===== src/rtl/mem_port_arbiter_if.sv =====
// ---------------------------------------------------------------------------
// mem_port_arbiter_if
//
// Purpose:
//   Bundles the fetch-side, data-side and shared-memory signals of the
//   memory port arbiter into one interface. The arbiter connects through
//   the slave modport. Whatever surrounds it (fetch unit, load/store unit,
//   memory and main control) connects through the master modport.
//
// Signal summary:
//   halt_sys     control -> arbiter  blocks new grants while high
//   if_req       fetch   -> arbiter  fetch request (held until if_ack)
//   if_addr[16]  fetch   -> arbiter  fetch address
//   if_ack       arbiter -> fetch    one-cycle completion pulse
//   if_rdata[16] arbiter -> fetch    last fetched instruction word
//   d_req        data    -> arbiter  data request (held until d_ack)
//   d_we         data    -> arbiter  1 = write, 0 = read
//   d_addr[16]   data    -> arbiter  data address
//   d_wdata[16]  data    -> arbiter  write data
//   d_ack        arbiter -> data     one-cycle completion pulse
//   d_rdata[16]  arbiter -> data     last data read word
//   mem_en       arbiter -> memory   one-cycle access strobe
//   mem_we       arbiter -> memory   write enable
//   mem_addr[16] arbiter -> memory   access address
//   mem_wdata[16]arbiter -> memory   write data
//   mem_rdata[16]memory  -> arbiter  read data, valid MEM_LAT cycles after mem_en
//   stall_fetch  arbiter -> hazard   fetch must hold its PC
// ---------------------------------------------------------------------------
interface mem_port_arbiter_if;
    logic        halt_sys;
    logic        if_req;
    logic [15:0] if_addr;
    logic        if_ack;
    logic [15:0] if_rdata;
    logic        d_req;
    logic        d_we;
    logic [15:0] d_addr;
    logic [15:0] d_wdata;
    logic        d_ack;
    logic [15:0] d_rdata;
    logic        mem_en;
    logic        mem_we;
    logic [15:0] mem_addr;
    logic [15:0] mem_wdata;
    logic [15:0] mem_rdata;
    logic        stall_fetch;

    // Arbiter side
    modport slave (
        input  halt_sys, if_req, if_addr, d_req, d_we, d_addr, d_wdata, mem_rdata,
        output if_ack, if_rdata, d_ack, d_rdata,
        output mem_en, mem_we, mem_addr, mem_wdata, stall_fetch
    );

    // Requesters, memory and control side
    modport master (
        output halt_sys, if_req, if_addr, d_req, d_we, d_addr, d_wdata, mem_rdata,
        input  if_ack, if_rdata, d_ack, d_rdata,
        input  mem_en, mem_we, mem_addr, mem_wdata, stall_fetch
    );
endinterface


===== src/rtl/mem_port_arbiter.sv =====
// ---------------------------------------------------------------------------
// mem_port_arbiter
//
// Purpose:
//   Shares one single-ported memory between instruction fetch and the data
//   (load/store) side. The arbiter grants one requester per transaction and
//   runs the transaction as IDLE -> WAIT (MEM_LAT cycles) -> DONE. On the
//   grant it registers the address, write enable and write data. In DONE it
//   pulses the winner's ack. Data beats fetch on a tie.
//
// Parameters:
//   MEM_LAT     cycles from mem_en to valid mem_rdata (1..7)
//   STARVE_MAX  data grants allowed while fetch waits (1..15); used only
//               when MEM_ARB_FAIRNESS_EN is defined
//
// Build option:
//   MEM_ARB_FAIRNESS_EN  when defined, a 4-bit starvation counter forces a
//                        fetch grant after STARVE_MAX consecutive data grants
//                        while fetch is waiting. When undefined, data always
//                        wins.
//
// Ports:
//   clk  rising-edge clock
//   rst  asynchronous, active-high reset
//   bus  mem_port_arbiter_if.slave (requests, acks, memory port, stall_fetch)
// ---------------------------------------------------------------------------
module mem_port_arbiter #(
    parameter int MEM_LAT    = 1,
    parameter int STARVE_MAX = 3
) (
    input  logic                clk,
    input  logic                rst,
    mem_port_arbiter_if.slave   bus
);

    // Reject illegal parameter values at elaboration.
    generate
        if (MEM_LAT < 1 || MEM_LAT > 7) begin : g_bad_mem_lat
            $error("mem_port_arbiter: MEM_LAT must be 1..7");
        end
        if (STARVE_MAX < 1 || STARVE_MAX > 15) begin : g_bad_starve_max
            $error("mem_port_arbiter: STARVE_MAX must be 1..15");
        end
    endgenerate

    typedef enum logic [1:0] {
        IDLE = 2'd0,
        WAIT = 2'd1,
        DONE = 2'd2
    } state_t;

    // The wait counter runs 0 .. MEM_LAT-1, so MEM_LAT = 7 still fits in 3 bits.
    localparam logic [2:0] LAST_CNT = 3'(MEM_LAT - 1);

    state_t      state_q,      state_d;
    logic [2:0]  cnt_q,        cnt_d;
    logic        grant_data_q, grant_data_d;
    logic        mem_en_q,     mem_en_d;
    logic        mem_we_q,     mem_we_d;
    logic [15:0] mem_addr_q,   mem_addr_d;
    logic [15:0] mem_wdata_q,  mem_wdata_d;
    logic        if_ack_q,     if_ack_d;
    logic        d_ack_q,      d_ack_d;
    logic [15:0] if_rdata_q,   if_rdata_d;
    logic [15:0] d_rdata_q,    d_rdata_d;

    logic        grant_fire;
    logic        pick_data;

    // A grant can happen only in IDLE, when control is not halting and
    // someone is asking.
    assign grant_fire = (state_q == IDLE) && !bus.halt_sys && (bus.d_req || bus.if_req);

`ifdef MEM_ARB_FAIRNESS_EN
    localparam logic [3:0] STARVE_LIMIT = 4'(STARVE_MAX);

    logic [3:0] starve_q, starve_d;
    logic       fetch_turn;

    // Fetch takes its turn once data has won STARVE_LIMIT grants in a row
    // against a waiting fetch.
    assign fetch_turn = bus.if_req && (starve_q == STARVE_LIMIT);
    assign pick_data  = bus.d_req && !fetch_turn;

    // Count data grants made while fetch waits. Clear the count when fetch
    // wins or stops asking. While fetch_turn is set, data cannot win, so the
    // counter never passes STARVE_LIMIT.
    always_comb begin
        starve_d = starve_q;
        if (!bus.if_req) begin
            starve_d = 4'd0;
        end else if (grant_fire) begin
            if (pick_data) begin
                starve_d = starve_q + 4'd1;
            end else begin
                starve_d = 4'd0;
            end
        end
    end

    always_ff @(posedge clk or posedge rst) begin
        if (rst) begin
            starve_q <= 4'd0;
        end else begin
            starve_q <= starve_d;
        end
    end
`else
    // Strict priority: data always wins, and fetch can wait indefinitely.
    assign pick_data = bus.d_req;
`endif

    // State and datapath registers. Reset drops any in-flight transaction,
    // so no ack is issued for it.
    always_ff @(posedge clk or posedge rst) begin
        if (rst) begin
            state_q      <= IDLE;
            cnt_q        <= 3'd0;
            grant_data_q <= 1'b0;
            mem_en_q     <= 1'b0;
            mem_we_q     <= 1'b0;
            mem_addr_q   <= 16'h0000;
            mem_wdata_q  <= 16'h0000;
            if_ack_q     <= 1'b0;
            d_ack_q      <= 1'b0;
            if_rdata_q   <= 16'h0000;
            d_rdata_q    <= 16'h0000;
        end else begin
            state_q      <= state_d;
            cnt_q        <= cnt_d;
            grant_data_q <= grant_data_d;
            mem_en_q     <= mem_en_d;
            mem_we_q     <= mem_we_d;
            mem_addr_q   <= mem_addr_d;
            mem_wdata_q  <= mem_wdata_d;
            if_ack_q     <= if_ack_d;
            d_ack_q      <= d_ack_d;
            if_rdata_q   <= if_rdata_d;
            d_rdata_q    <= d_rdata_d;
        end
    end

    // Next-state and output logic. mem_we, mem_addr and mem_wdata hold their
    // values until the next grant, so they stay stable through WAIT and DONE.
    // The read data registers are loaded only when a read completes on their
    // own side.
    always_comb begin
        state_d      = state_q;
        cnt_d        = cnt_q;
        grant_data_d = grant_data_q;
        mem_en_d     = 1'b0;
        mem_we_d     = mem_we_q;
        mem_addr_d   = mem_addr_q;
        mem_wdata_d  = mem_wdata_q;
        if_ack_d     = 1'b0;
        d_ack_d      = 1'b0;
        if_rdata_d   = if_rdata_q;
        d_rdata_d    = d_rdata_q;

        case (state_q)
            IDLE: begin
                if (grant_fire) begin
                    state_d  = WAIT;
                    cnt_d    = 3'd0;
                    mem_en_d = 1'b1;
                    if (pick_data) begin
                        grant_data_d = 1'b1;
                        mem_we_d     = bus.d_we;
                        mem_addr_d   = bus.d_addr;
                        mem_wdata_d  = bus.d_wdata;
                    end else begin
                        grant_data_d = 1'b0;
                        mem_we_d     = 1'b0;
                        mem_addr_d   = bus.if_addr;
                        mem_wdata_d  = 16'h0000;
                    end
                end
            end

            WAIT: begin
                if (cnt_q == LAST_CNT) begin
                    state_d = DONE;
                    cnt_d   = 3'd0;
                    if (grant_data_q) begin
                        d_ack_d = 1'b1;
                        if (!mem_we_q) begin
                            d_rdata_d = bus.mem_rdata;
                        end
                    end else begin
                        if_ack_d   = 1'b1;
                        if_rdata_d = bus.mem_rdata;
                    end
                end else begin
                    cnt_d = cnt_q + 3'd1;
                end
            end

            DONE: begin
                state_d = IDLE;
            end

            default: begin
                state_d = IDLE;
            end
        endcase
    end

    assign bus.mem_en      = mem_en_q;
    assign bus.mem_we      = mem_we_q;
    assign bus.mem_addr    = mem_addr_q;
    assign bus.mem_wdata   = mem_wdata_q;
    assign bus.if_ack      = if_ack_q;
    assign bus.d_ack       = d_ack_q;
    assign bus.if_rdata    = if_rdata_q;
    assign bus.d_rdata     = d_rdata_q;

    // Fetch holds its PC from the moment it asks until its ack arrives.
    assign bus.stall_fetch = bus.if_req & ~if_ack_q;

endmodule


===== src/flat_wrapper.sv =====
// flat-port wrapper written by rule: the top's interface ports become plain ports
module mem_port_arbiter_flat 
#(
    parameter int MEM_LAT    = 1,
    parameter int STARVE_MAX = 3
)
  (clk, rst, bus_halt_sys, bus_if_req, bus_if_addr, bus_d_req, bus_d_we, bus_d_addr, bus_d_wdata, bus_mem_rdata, bus_if_ack, bus_if_rdata, bus_d_ack, bus_d_rdata, bus_mem_en, bus_mem_we, bus_mem_addr, bus_mem_wdata, bus_stall_fetch);
  mem_port_arbiter_if bus_i ();
  input  logic clk;
  input  logic rst;
  input wire logic [$bits(bus_i.halt_sys)-1:0] bus_halt_sys;
  input wire logic [$bits(bus_i.if_req)-1:0] bus_if_req;
  input wire logic [$bits(bus_i.if_addr)-1:0] bus_if_addr;
  input wire logic [$bits(bus_i.d_req)-1:0] bus_d_req;
  input wire logic [$bits(bus_i.d_we)-1:0] bus_d_we;
  input wire logic [$bits(bus_i.d_addr)-1:0] bus_d_addr;
  input wire logic [$bits(bus_i.d_wdata)-1:0] bus_d_wdata;
  input wire logic [$bits(bus_i.mem_rdata)-1:0] bus_mem_rdata;
  output wire logic [$bits(bus_i.if_ack)-1:0] bus_if_ack;
  output wire logic [$bits(bus_i.if_rdata)-1:0] bus_if_rdata;
  output wire logic [$bits(bus_i.d_ack)-1:0] bus_d_ack;
  output wire logic [$bits(bus_i.d_rdata)-1:0] bus_d_rdata;
  output wire logic [$bits(bus_i.mem_en)-1:0] bus_mem_en;
  output wire logic [$bits(bus_i.mem_we)-1:0] bus_mem_we;
  output wire logic [$bits(bus_i.mem_addr)-1:0] bus_mem_addr;
  output wire logic [$bits(bus_i.mem_wdata)-1:0] bus_mem_wdata;
  output wire logic [$bits(bus_i.stall_fetch)-1:0] bus_stall_fetch;
  assign bus_i.halt_sys = bus_halt_sys;
  assign bus_i.if_req = bus_if_req;
  assign bus_i.if_addr = bus_if_addr;
  assign bus_i.d_req = bus_d_req;
  assign bus_i.d_we = bus_d_we;
  assign bus_i.d_addr = bus_d_addr;
  assign bus_i.d_wdata = bus_d_wdata;
  assign bus_i.mem_rdata = bus_mem_rdata;
  assign bus_if_ack = bus_i.if_ack;
  assign bus_if_rdata = bus_i.if_rdata;
  assign bus_d_ack = bus_i.d_ack;
  assign bus_d_rdata = bus_i.d_rdata;
  assign bus_mem_en = bus_i.mem_en;
  assign bus_mem_we = bus_i.mem_we;
  assign bus_mem_addr = bus_i.mem_addr;
  assign bus_mem_wdata = bus_i.mem_wdata;
  assign bus_stall_fetch = bus_i.stall_fetch;
  mem_port_arbiter #(.MEM_LAT(MEM_LAT), .STARVE_MAX(STARVE_MAX)) u_core (.clk(clk), .rst(rst), .bus(bus_i));
endmodule

===== config.mk =====
export PLATFORM = sky130hd
export DESIGN_NAME = mem_port_arbiter_flat
export DESIGN_NICKNAME = d
export VERILOG_FILES = /design/src/rtl/mem_port_arbiter_if.sv /design/src/rtl/mem_port_arbiter.sv /design/src/flat_wrapper.sv
export SDC_FILE = /design/constraint.sdc
export NUM_CORES = 1
export LEC_CHECK = 0
export CORE_MARGIN = 5
export CORE_UTILIZATION = 25
export DETAILED_ROUTE_END_ITERATION = 12
export GPL_ROUTABILITY_DRIVEN = 0
export HOLD_SLACK_MARGIN = 0.03
export SYNTH_ARGS = -nofsm -noshare
export SYNTH_HDL_FRONTEND = slang
export SYNTH_SLANG_ARGS = --single-unit

===== constraint.sdc =====
create_clock -name clk -period 3 [get_ports clk]
set_input_delay 0.45 -clock clk [delete_from_list [all_inputs] [get_ports clk]]
set_output_delay 0.45 -clock clk [all_outputs]
set_load 0.005 [all_outputs]

==> qor.csv, run 1 <==
stage,metric,value,unit
status,status,finished clean,
layout,filler instances,1231,
detailed_routing,top routing layer in use,met4,
detailed_routing,Residual DRC,0,
detailed_routing,met3 WL post-DR,990,um
clock_network,Post-CTS Setup Bufs,0,
detailed_routing,drt total wl,7.91,mm
setup_path,critical path class,input pin to output pin,
logic_synthesis,"area leader, netlist",dfrtp_1,
die,Starting Density,0.254,
setup_path,Worst setup EP type,output pin,
sta,RSZ-0062 raised after global routing,no,
die,Die Y,123,um
clock_network,clk sink count,74,
job,Max-Cap Viols,0,
setup_path,Critical path origin,bus_if_req,
global_route,All-Layer GR Usage,0.110,
detailed_routing,DRT iter0 DRCs,53,
clock_network,Root Buffer,clkbuf_16,
sta,worst setup margin,0.813,ns
setup_path,crit-path most repeated cell,clkdlybuf4s50_1,
setup_path,CP max stage cell,clkdlybuf4s50_1,
logic_synthesis,top area cells in the synthesized netlist,"dfrtp_1 (58%), mux2_2 (19%), mux2i_1 (5.7%)",
logic_synthesis,share of the synthesized area in the top cell type,0.583,
die,Die ar.,0.0151,sq mm
clock_network,CTS tree,yes,
logic_synthesis,synthesized flop and latch total,74,
place,port bufs,138,
logic_synthesis,Async SR Flop Fraction,1.00,
logic_synthesis,Post-synth EDFFs,0,
logic_synthesis,Post-Synthesis Cell Area,0.00318,sq mm
sta,Fin Hold WS,0.469,ns
detailed_routing,Vias/cell,4.05,
place,post-DP HPWL,5.79,mm
die,Rows,41,
sta,Slew @ Worst Pin,0.553,ns
clock_network,maximum clock path buffer count,2,
setup_path,R2R Path End,u_core.bus.if_rdata[8],
detailed_routing,post-DR wirelength/cell,14.5,um
layout,ANT cells,0,
power,pwr dens,751,mW/mm^2
die,die width,123,um
clock_network,H-Tree Level Count,3,
layout,share of cells above drive strength 1,0.235,
sta,max frequency,457,MHz
sta,worst rel slew slack,0.631,
sta,final setup fails,0,
setup_path,ordered list of cells on the worst path,clkdlybuf4s50_1 -> nor2b_1 -> clkdlybuf4s50_1,
setup_path,critical path required time,2.55,ns
setup_path,FF-to-FF setup slack,0.85,ns
detailed_routing,Metal-1 WL,3.22,mm
layout,Nets,442,
setup_path,crit path DAT,1.74,ns
layout,Final Core Density,0.401,
detailed_routing,Met2 Wirelength,3.54,mm
place,placed instance area,0.00475,sq mm
detailed_routing,DR pass1 iterations,2,
place,placed cells,531,
sta,Final Hold Fails,0,
layout,area grow syn2layout,58.0,%
logic_synthesis,Ys Warns,0,
power,worst vdd ir,442,uV
global_route,initial antenna violation count,0,
clock_network,PostCTS Resize Cnt,0,
clock_network,hold buffer count at CTS,0,
layout,Non-Filler Instances,547,
power,P_leak,2.22,nW
setup_path,CP max FO,2,
logic_synthesis,Main synth FF type,dfrtp_1,
global_route,largest net degree at the start of global routing,46,
clock_network,clk_lat worst skew,0.33,ns
power,Overall Power,3.77,mW
sta,setup total negative slack,0,ns
sta,final worst-path cycle share,0.729,
sta,Final Max Slew Viols,0,
die,Core Area,0.0125,sq mm
logic_synthesis,synthesized area per cell,13.9,sq um
place,pre-CTS setup slack,0.544,ns
global_route,first-pass GRT wire length,12.6,mm
setup_path,crit-path max cell delay,0.57,ns
logic_synthesis,sequential fraction of the synthesis area,0.583,
setup_path,Reg2Reg Depth,6,
logic_synthesis,Cell variety after synth,22,
layout,design area,0.00502,sq mm
clock_network,"CTS clk-pin slew, worst paths",0.05,ns
global_route,total grt overflow,0,
setup_path,Startpoint Class,input pin,
detailed_routing,remaining antenna violation count after routing,0,
sta,clk_skew,0.00464,ns
global_route,vias in the first global route,2464,
logic_synthesis,"Net Count, Synth",300,
setup_path,Critical Path Sink,bus_stall_fetch,
setup_path,FF-to-FF Start,u_core.cnt_q[0],
hold_path,worst min-delay path class,input pin to async pin,
die,I/O pin count,139,
clock_network,Num CTS Buffers,9,
logic_synthesis,Cells after Synth,228,
sta,final worst path period need,2.19,ns
detailed_routing,via count,2216,
[Yosys cell counts, drive strengths merged (2+ instances only)]
cell type	instances
mux2	65
clkbuf	3
nor2b	4
nand2	19
buf	8
inv	24
mux2i	18
dfrtp	74
ha	2
o21ai	2
[final cells by class]
class                      count  area, sq um  area share
sequential                    74         1850       0.369
timing repair buffer         142         1440       0.286
clock inverter                 3         15.0     0.00299
multi-input combinational    119         1160       0.230
tap                          172          215      0.0429
inverter                      24         91.3      0.0182
clock buffer                  13          250      0.0499
[placed cells by master (no fill, tap or decap)]
cell type	synthesis	final
a21oi_1	1	1
a31oi_1	1	1
and2_1	1	1
and4bb_2	1	1
buf_12	0	2
buf_4	2	2
clkbuf_1	3	3
clkbuf_16	0	9
clkbuf_8	0	1
clkdlybuf4s50_1	0	138
clkinv_2	0	4
dfrtp_1	74	74
ha_1	2	2
inv_1	24	23
mux2_2	54	54
mux2_4	11	11
mux2i_1	18	18
nand2_1	19	19
nand3_2	1	1
nor2_1	1	1
nor2b_1	4	3
nor2b_2	0	1
o21ai_0	2	2
o21bai_2	1	1
o22ai_1	1	1
or3_2	0	1
[report_power, final]
part	leakage [nW]	total (mW)	internal, mW	switching [mW]
Combinational	1.19	1.30	0.924	0.377
Clock	0.133	0.956	0.578	0.378
Sequential	0.898	1.51	1.33	0.178
Total	2.22	3.77	2.84	0.932
[worst min-delay path by stage]
stage                                  startpoint                      end  cells past startpoint  slack, ns
after floorplan                   u_core.cnt_q[0]          u_core.cnt_q[0]                      1       0.48
after global placement      u_core.bus.d_rdata[6]    u_core.bus.d_rdata[6]                      1       0.49
after detailed placement  u_core.bus.mem_addr[15]  u_core.bus.mem_addr[15]                      1       0.49
after CTS                                     rst        u_core.bus.mem_en                      2       0.47
after global routing                          rst        u_core.bus.mem_en                      2       0.50
final                                         rst        u_core.bus.mem_en                      2       0.47
[state kept, by name, indices dropped and copies added (netlist names), 2 cells and up]
register,cells
u_core.state_q,2
u_core.bus.d_rdata,16
u_core.bus.mem_addr,16
u_core.bus.if_rdata,16
u_core.bus.mem_wdata,16
u_core.cnt_q,3
[cells by family (layout without fill, tap and decap cells)]
kind of cell               after synthesis  in the layout  synth area share
and+or+nand+nor                         28             28            0.0426
AOI/OAI and AO/OA                        6              6            0.0122
adders and majority gates                2              2           0.00788
buffers and inverters                   35            182            0.0540
DFF                                     74             74             0.583
muxes                                   83             83             0.300
[critical path, delay by kind of cell]
kind / cells / cell delay (ns)
buffers and inverters: 2 / 1.06
and+or+nand+nor: 1 / 0.22
[routing by layer]
metal,track usage,vias to the layer above
li1,-,1047
met3,0.0604,11
met4,0.0546,0
met2,0.163,92
met5,0,-
met1,0.129,1066
No activity file was read; power rests on OpenSTA's default activity.
==> run 2: changes to the inputs <==
clock period = 2.1 ns   (was 3 ns; I/O delays follow)
==> run 2 against run 1 <==
Against the previous run: clock-buffer cell count is 2 higher; power grew 47%; non-clock buffer count rose by 4; utilization is 0.56 points higher; final area rose by 1.4%; hold slack worse by 0.029 ns; global-route usage is 0.25 points lower; clock skew shrank 0.0012 ns; sequential power rose by 43%; cell count rose by 0.73%; worst setup slack got worse by 0.59 ns; critical path type is now flip-flop to flip-flop.
==> qor.csv, run 2 (synthesized netlist as in run 1, its figures left out) <==
stage,metric,value,unit,change
setup_path,critical path required time,2.31,ns,was 2.55 ns
clock_network,Num CTS Buffers,9,,unchanged
sta,clk_skew,0.00347,ns,was 0.00464 ns
sta,final setup fails,0,,unchanged
clock_network,Post-CTS Setup Bufs,0,,unchanged
place,pre-CTS setup slack,0.0608,ns,was 0.544 ns
hold_path,worst min-delay path class,input pin to async pin,,unchanged
global_route,largest net degree at the start of global routing,75,,was 46
sta,final worst-path cycle share,0.896,,
clock_network,clk_lat worst skew,0.33,ns,about the same
global_route,initial antenna violation count,0,,unchanged
detailed_routing,via count,2212,,"was 2,216"
die,Die Y,123,um,unchanged
layout,"leading cell type in the layout, fill and taps excluded",clkdlybuf4s50_1,,unchanged
layout,Nets,446,,was 442
layout,area grow syn2layout,60.2,%,was 58.0%
die,I/O pin count,139,,unchanged
sta,RSZ-0062 raised after global routing,no,,unchanged
place,port bufs,138,,unchanged
detailed_routing,Residual DRC,0,,unchanged
clock_network,maximum clock path buffer count,2,,unchanged
sta,Final Max Slew Viols,0,,unchanged
sta,Final Hold Fails,0,,unchanged
die,Rows,41,,unchanged
die,die width,123,um,unchanged
layout,filler instances,1266,,"was 1,231"
sta,max frequency,531,MHz,
layout,share of cells above drive strength 1,0.248,,was 0.235
global_route,All-Layer GR Usage,0.108,,was 0.110
power,P_leak,2.25,nW,was 2.22 nW
layout,most frequent cells in the layout,"clkdlybuf4s50_1 (138), dfrtp_1 (74), mux2_2 (54)",,unchanged
global_route,vias in the first global route,2438,,"was 2,464"
place,placed instance area,0.00478,sq mm,was 0.00475 sq mm
sta,final worst path period need,1.88,ns,
layout,Non-Filler Instances,551,,was 547
die,Die ar.,0.0151,sq mm,unchanged
place,post-DP HPWL,5.67,mm,was 5.79 mm
layout,ANT cells,0,,unchanged
clock_network,CTS tree,yes,,unchanged
detailed_routing,post-DR wirelength/cell,14.1,um,was 14.5 um
global_route,first-pass GRT wire length,12.6,mm,about the same
setup_path,Worst setup EP type,flip-flop,,was output pin
setup_path,Startpoint Class,flip-flop,,was input pin
clock_network,H-Tree Level Count,3,,unchanged
clock_network,Root Buffer,clkbuf_16,,unchanged
sta,worst setup margin,0.218,ns,was 0.813 ns
sta,worst rel slew slack,0.663,,was 0.631
sta,Slew @ Worst Pin,0.505,ns,was 0.553 ns
clock_network,"CTS clk-pin slew, worst paths",0.06,ns,was 0.05 ns
setup_path,crit path DAT,2.09,ns,was 1.74 ns
place,placed cells,535,,was 531
detailed_routing,remaining antenna violation count after routing,0,,unchanged
setup_path,CP max FO,16,,was 2
job,Max-Cap Viols,0,,unchanged
die,Core Area,0.0125,sq mm,unchanged
die,Starting Density,0.254,,unchanged
detailed_routing,DR pass1 iterations,3,,was 2
clock_network,PostCTS Resize Cnt,0,,unchanged
clock_network,hold buffer count at CTS,0,,unchanged
sta,setup total negative slack,0,ns,unchanged
power,pwr dens,1090,mW/mm^2,was 751 mW/mm^2
detailed_routing,drt total wl,7.75,mm,was 7.91 mm
power,worst vdd ir,446,uV,was 442 uV
global_route,total grt overflow,0,,unchanged
detailed_routing,DRT iter0 DRCs,35,,was 53
layout,design area,0.00509,sq mm,was 0.00502 sq mm
status,status,finished clean,,unchanged
detailed_routing,Vias/cell,4.01,,was 4.05
setup_path,critical path class,flip-flop to flip-flop,,was input pin to output pin
clock_network,clk sink count,74,,unchanged
==> run 2: cell types whose count changed in the layout (fill, tap and decap cells not counted), sizes merged <==
| cell | before | now |
|---|---|---|
| clkinvlp | 0 | 1 |
| clkbuf | 13 | 15 |
| clkinv | 4 | 1 |
| buf | 4 | 8 |
==> run 2: layout make-up <==
cell class | instances | area (sq um) | share of cell area
Tap cell | 172 | 215 | 0.0423
Inverter | 24 | 93.8 | 0.0185
Timing Repair Buffer | 146 | 1470 | 0.288
Multi-Input combinational cell | 119 | 1160 | 0.227
Sequential cell | 74 | 1850 | 0.364
Clock buffer | 15 | 298 | 0.0585
Clock inverter | 1 | 5.00 | 0.000984
==> run 2: worst paths after layout <==
path / to / cells after the start / start / slack, ns
max: u_core.bus.d_rdata[15] / 5 / u_core.cnt_q[0] / 0.22
min: u_core.bus.if_rdata[6] / 3 / rst / 0.44
max reg2reg: u_core.bus.d_rdata[15] / 5 / u_core.cnt_q[0] / 0.22
min reg2reg: u_core.bus.if_rdata[7] / 1 / u_core.bus.if_rdata[7] / 0.50
max in group asynchronous: u_core.bus.mem_addr[2] / 3 / rst / 1.35
min in group clk: u_core.bus.if_rdata[7] / 1 / u_core.bus.if_rdata[7] / 0.50
==> run 2: power breakdown <==
part | internal, mW | switching, mW
Clock | 0.960 | 0.545
Combinational | 1.33 | 0.532
Sequential | 1.91 | 0.254
==> run 2: per-stage QoR <==
| step | power (mW) | utilization | hold slack (ns) |
|---|---|---|---|
| 2_1_floorplan | 2.82 | - | 0.449 |
| 3_3_place_gp | 4.05 | 0.382 | 0.489 |
| 3_5_place_dp | 4.08 | 0.382 | 0.491 |
| 4_1_cts | 5.64 | 0.406 | 0.459 |
| 5_1_grt | 5.89 | 0.406 | 0.484 |
| 6_report | 5.52 | 0.406 | 0.440 |
==> run 2: worst max-delay path, stage by stage, from the launching register on <==
cell      delay (ns)
dfrtp_1         0.41
inv_1           0.07
ha_1            0.16
and4bb_2        0.27
nand3_2         0.42
mux2_2          0.44
==> run 2: layer usage <==
| metal | vias to the layer above | routed length (um) | global-route usage |
|---|---|---|---|
| met5 | - | 0 | 0 |
| li1 | 1057 | - | - |
| met2 | 91 | 3390 | 0.155 |
| met3 | 9 | 932 | 0.0475 |
| met1 | 1055 | 3320 | 0.139 |
| met4 | 0 | 105 | 0.0483 |
==> run 3: changes to the inputs <==
CORE_MARGIN = 3   (was 5)
==> run 3 against run 2 <==
Against the previous run: power shrank 2.0%; wire length grew 0.96%; combinational power about the same; sequential cell count unchanged; sequential share of layout area is 0.44 points higher; register-to-register slack lost 0.02 ns; clock skew is 0.0024 ns higher; largest cell class unchanged.
==> qor.csv, run 3 (synthesized netlist as in run 1, its figures left out) <==
stage,metric,value,unit,change
layout,filler instances,1208,,"was 1,266"
sta,setup total negative slack,0,ns,unchanged
die,Die ar.,0.0141,sq mm,was 0.0151 sq mm
clock_network,Post-CTS Setup Bufs,0,,unchanged
global_route,vias in the first global route,2392,,"was 2,438"
setup_path,Reg2Reg Depth,5,,unchanged
sta,final worst path period need,1.90,ns,was 1.88 ns
sta,max frequency,527,MHz,was 531 MHz
layout,Final Core Density,0.411,,was 0.406
setup_path,crit path DAT,2.11,ns,was 2.09 ns
job,Max-Cap Viols,0,,unchanged
layout,area grow syn2layout,58.2,%,was 60.2%
sta,Final Max Slew Viols,0,,unchanged
detailed_routing,DRT iter0 DRCs,60,,was 35
setup_path,critical path required time,2.31,ns,about the same
clock_network,hold buffer count at CTS,0,,unchanged
clock_network,clk_lat worst skew,0.34,ns,was 0.33 ns
clock_network,"CTS clk-pin slew, worst paths",0.06,ns,about the same
sta,worst setup margin,0.203,ns,was 0.218 ns
detailed_routing,drt total wl,7.82,mm,was 7.75 mm
detailed_routing,Vias/cell,4.08,,was 4.01
status,status,finished clean,,unchanged
place,pre-CTS setup slack,0.0590,ns,was 0.0608 ns
die,Rows,40,,was 41
power,Overall Power,5.41,mW,was 5.52 mW
detailed_routing,DR pass1 iterations,4,,was 3
layout,ANT cells,0,,unchanged
die,Die Y,119,um,was 123 um
die,die width,119,um,was 123 um
setup_path,Startpoint Class,flip-flop,,unchanged
place,post-DP HPWL,5.68,mm,was 5.67 mm
sta,final setup fails,0,,unchanged
sta,worst rel slew slack,0.657,,was 0.663
hold_path,worst min-delay path class,input pin to async pin,,unchanged
layout,share of cells above drive strength 1,0.251,,was 0.248
sta,clk_skew,0.00583,ns,was 0.00347 ns
die,Core Area,0.0122,sq mm,was 0.0125 sq mm
clock_network,Root Buffer,clkbuf_16,,unchanged
global_route,largest net degree at the start of global routing,39,,was 75
die,I/O pin count,139,,unchanged
global_route,total grt overflow,0,,unchanged
detailed_routing,remaining antenna violation count after routing,0,,unchanged
clock_network,maximum clock path buffer count,2,,unchanged
clock_network,PostCTS Resize Cnt,0,,unchanged
layout,Non-Filler Instances,547,,was 551
die,Starting Density,0.260,,was 0.254
sta,RSZ-0062 raised after global routing,no,,unchanged
layout,Nets,446,,unchanged
clock_network,CTS tree,yes,,unchanged
setup_path,critical path class,flip-flop to flip-flop,,unchanged
global_route,first-pass GRT wire length,12.8,mm,was 12.6 mm
setup_path,Worst setup EP type,flip-flop,,unchanged
clock_network,H-Tree Level Count,3,,unchanged
setup_path,CP max FO,16,,unchanged
clock_network,clk sink count,74,,unchanged
detailed_routing,post-DR wirelength/cell,14.3,um,was 14.1 um
place,placed cells,531,,was 535
global_route,initial antenna violation count,0,,unchanged
layout,"leading cell type in the layout, fill and taps excluded",clkdlybuf4s50_1,,unchanged
place,port bufs,138,,unchanged
detailed_routing,via count,2234,,"was 2,212"
clock_network,Num CTS Buffers,9,,unchanged
layout,most frequent cells in the layout,"clkdlybuf4s50_1 (138), dfrtp_1 (74), mux2_2 (54)",,unchanged
power,P_leak,2.23,nW,was 2.25 nW
power,worst vdd ir,647,uV,was 446 uV
power,pwr dens,1080,mW/mm^2,was 1090 mW/mm^2
sta,Final Hold Fails,0,,unchanged
sta,Slew @ Worst Pin,0.515,ns,was 0.505 ns
global_route,All-Layer GR Usage,0.116,,was 0.108
detailed_routing,Residual DRC,0,,unchanged
sta,final worst-path cycle share,0.904,,was 0.896
==> run 3: cell count changes in the layout (fill, tap and decap cells not counted) <==
cell and change:
clkinvlp_4 +1, clkinv_2 +4, clkbuf_1 -1, clkbuf_8 -4, buf_12 -2, buf_4 +2
==> run 3: final timing paths <==
check                      slack, ns                endpoint                   start
hold / removal                  0.47       u_core.bus.mem_en                     rst
hold reg to reg                 0.50  u_core.bus.d_rdata[11]  u_core.bus.d_rdata[11]
setup / recovery                0.20  u_core.bus.d_rdata[12]         u_core.cnt_q[0]
min in group clk                0.50  u_core.bus.d_rdata[11]  u_core.bus.d_rdata[11]
setup reg to reg                0.20  u_core.bus.d_rdata[12]         u_core.cnt_q[0]
max in group asynchronous       1.28  u_core.bus.mem_addr[4]                     rst
==> run 3: worst max-delay path, stage by stage, from the launching register on <==
cell,delay [ns]
dfrtp_1,0.40
inv_1,0.07
ha_1,0.15
and4bb_2,0.27
nand3_2,0.42
mux2_2,0.45
==> run 3: area by class of cell <==
cell class | instances | area, sq um | share of cell area
Clock buffer | 10 | 239 | 0.0476
Clock inverter | 6 | 32.5 | 0.00647
Inverter | 24 | 93.8 | 0.0187
Multi-Input combinational cell | 119 | 1160 | 0.230
Sequential cell | 74 | 1850 | 0.369
Tap cell | 168 | 210 | 0.0418
Timing Repair Buffer | 146 | 1440 | 0.287
==> run 3: per-stage QoR <==
step / hold WS (ns) / cell area [sq um]
global route: 0.514 / 5020
detailed placement: 0.494 / 4750
global placement: 0.488 / 4750
CTS: 0.474 / 5020
floorplan: 0.449 / 3180
finish: 0.469 / 5020
==> run 3: per-layer routing <==
layer / track usage / up-vias / wire length (um)
li1: - / 1053 / -
met2: 0.171 / 92 / 3470
met4: 0.0565 / 0 / 168
met3: 0.0560 / 10 / 838
met5: 0 / - / 0
met1: 0.142 / 1079 / 3350
==> run 3: power by group <==
| group | internal (mW) | leakage (nW) | switching, mW |
|---|---|---|---|
| logic | 1.32 | 1.19 | 0.534 |
| clock network | 0.820 | 0.138 | 0.578 |
| registers | 1.91 | 0.898 | 0.256 |
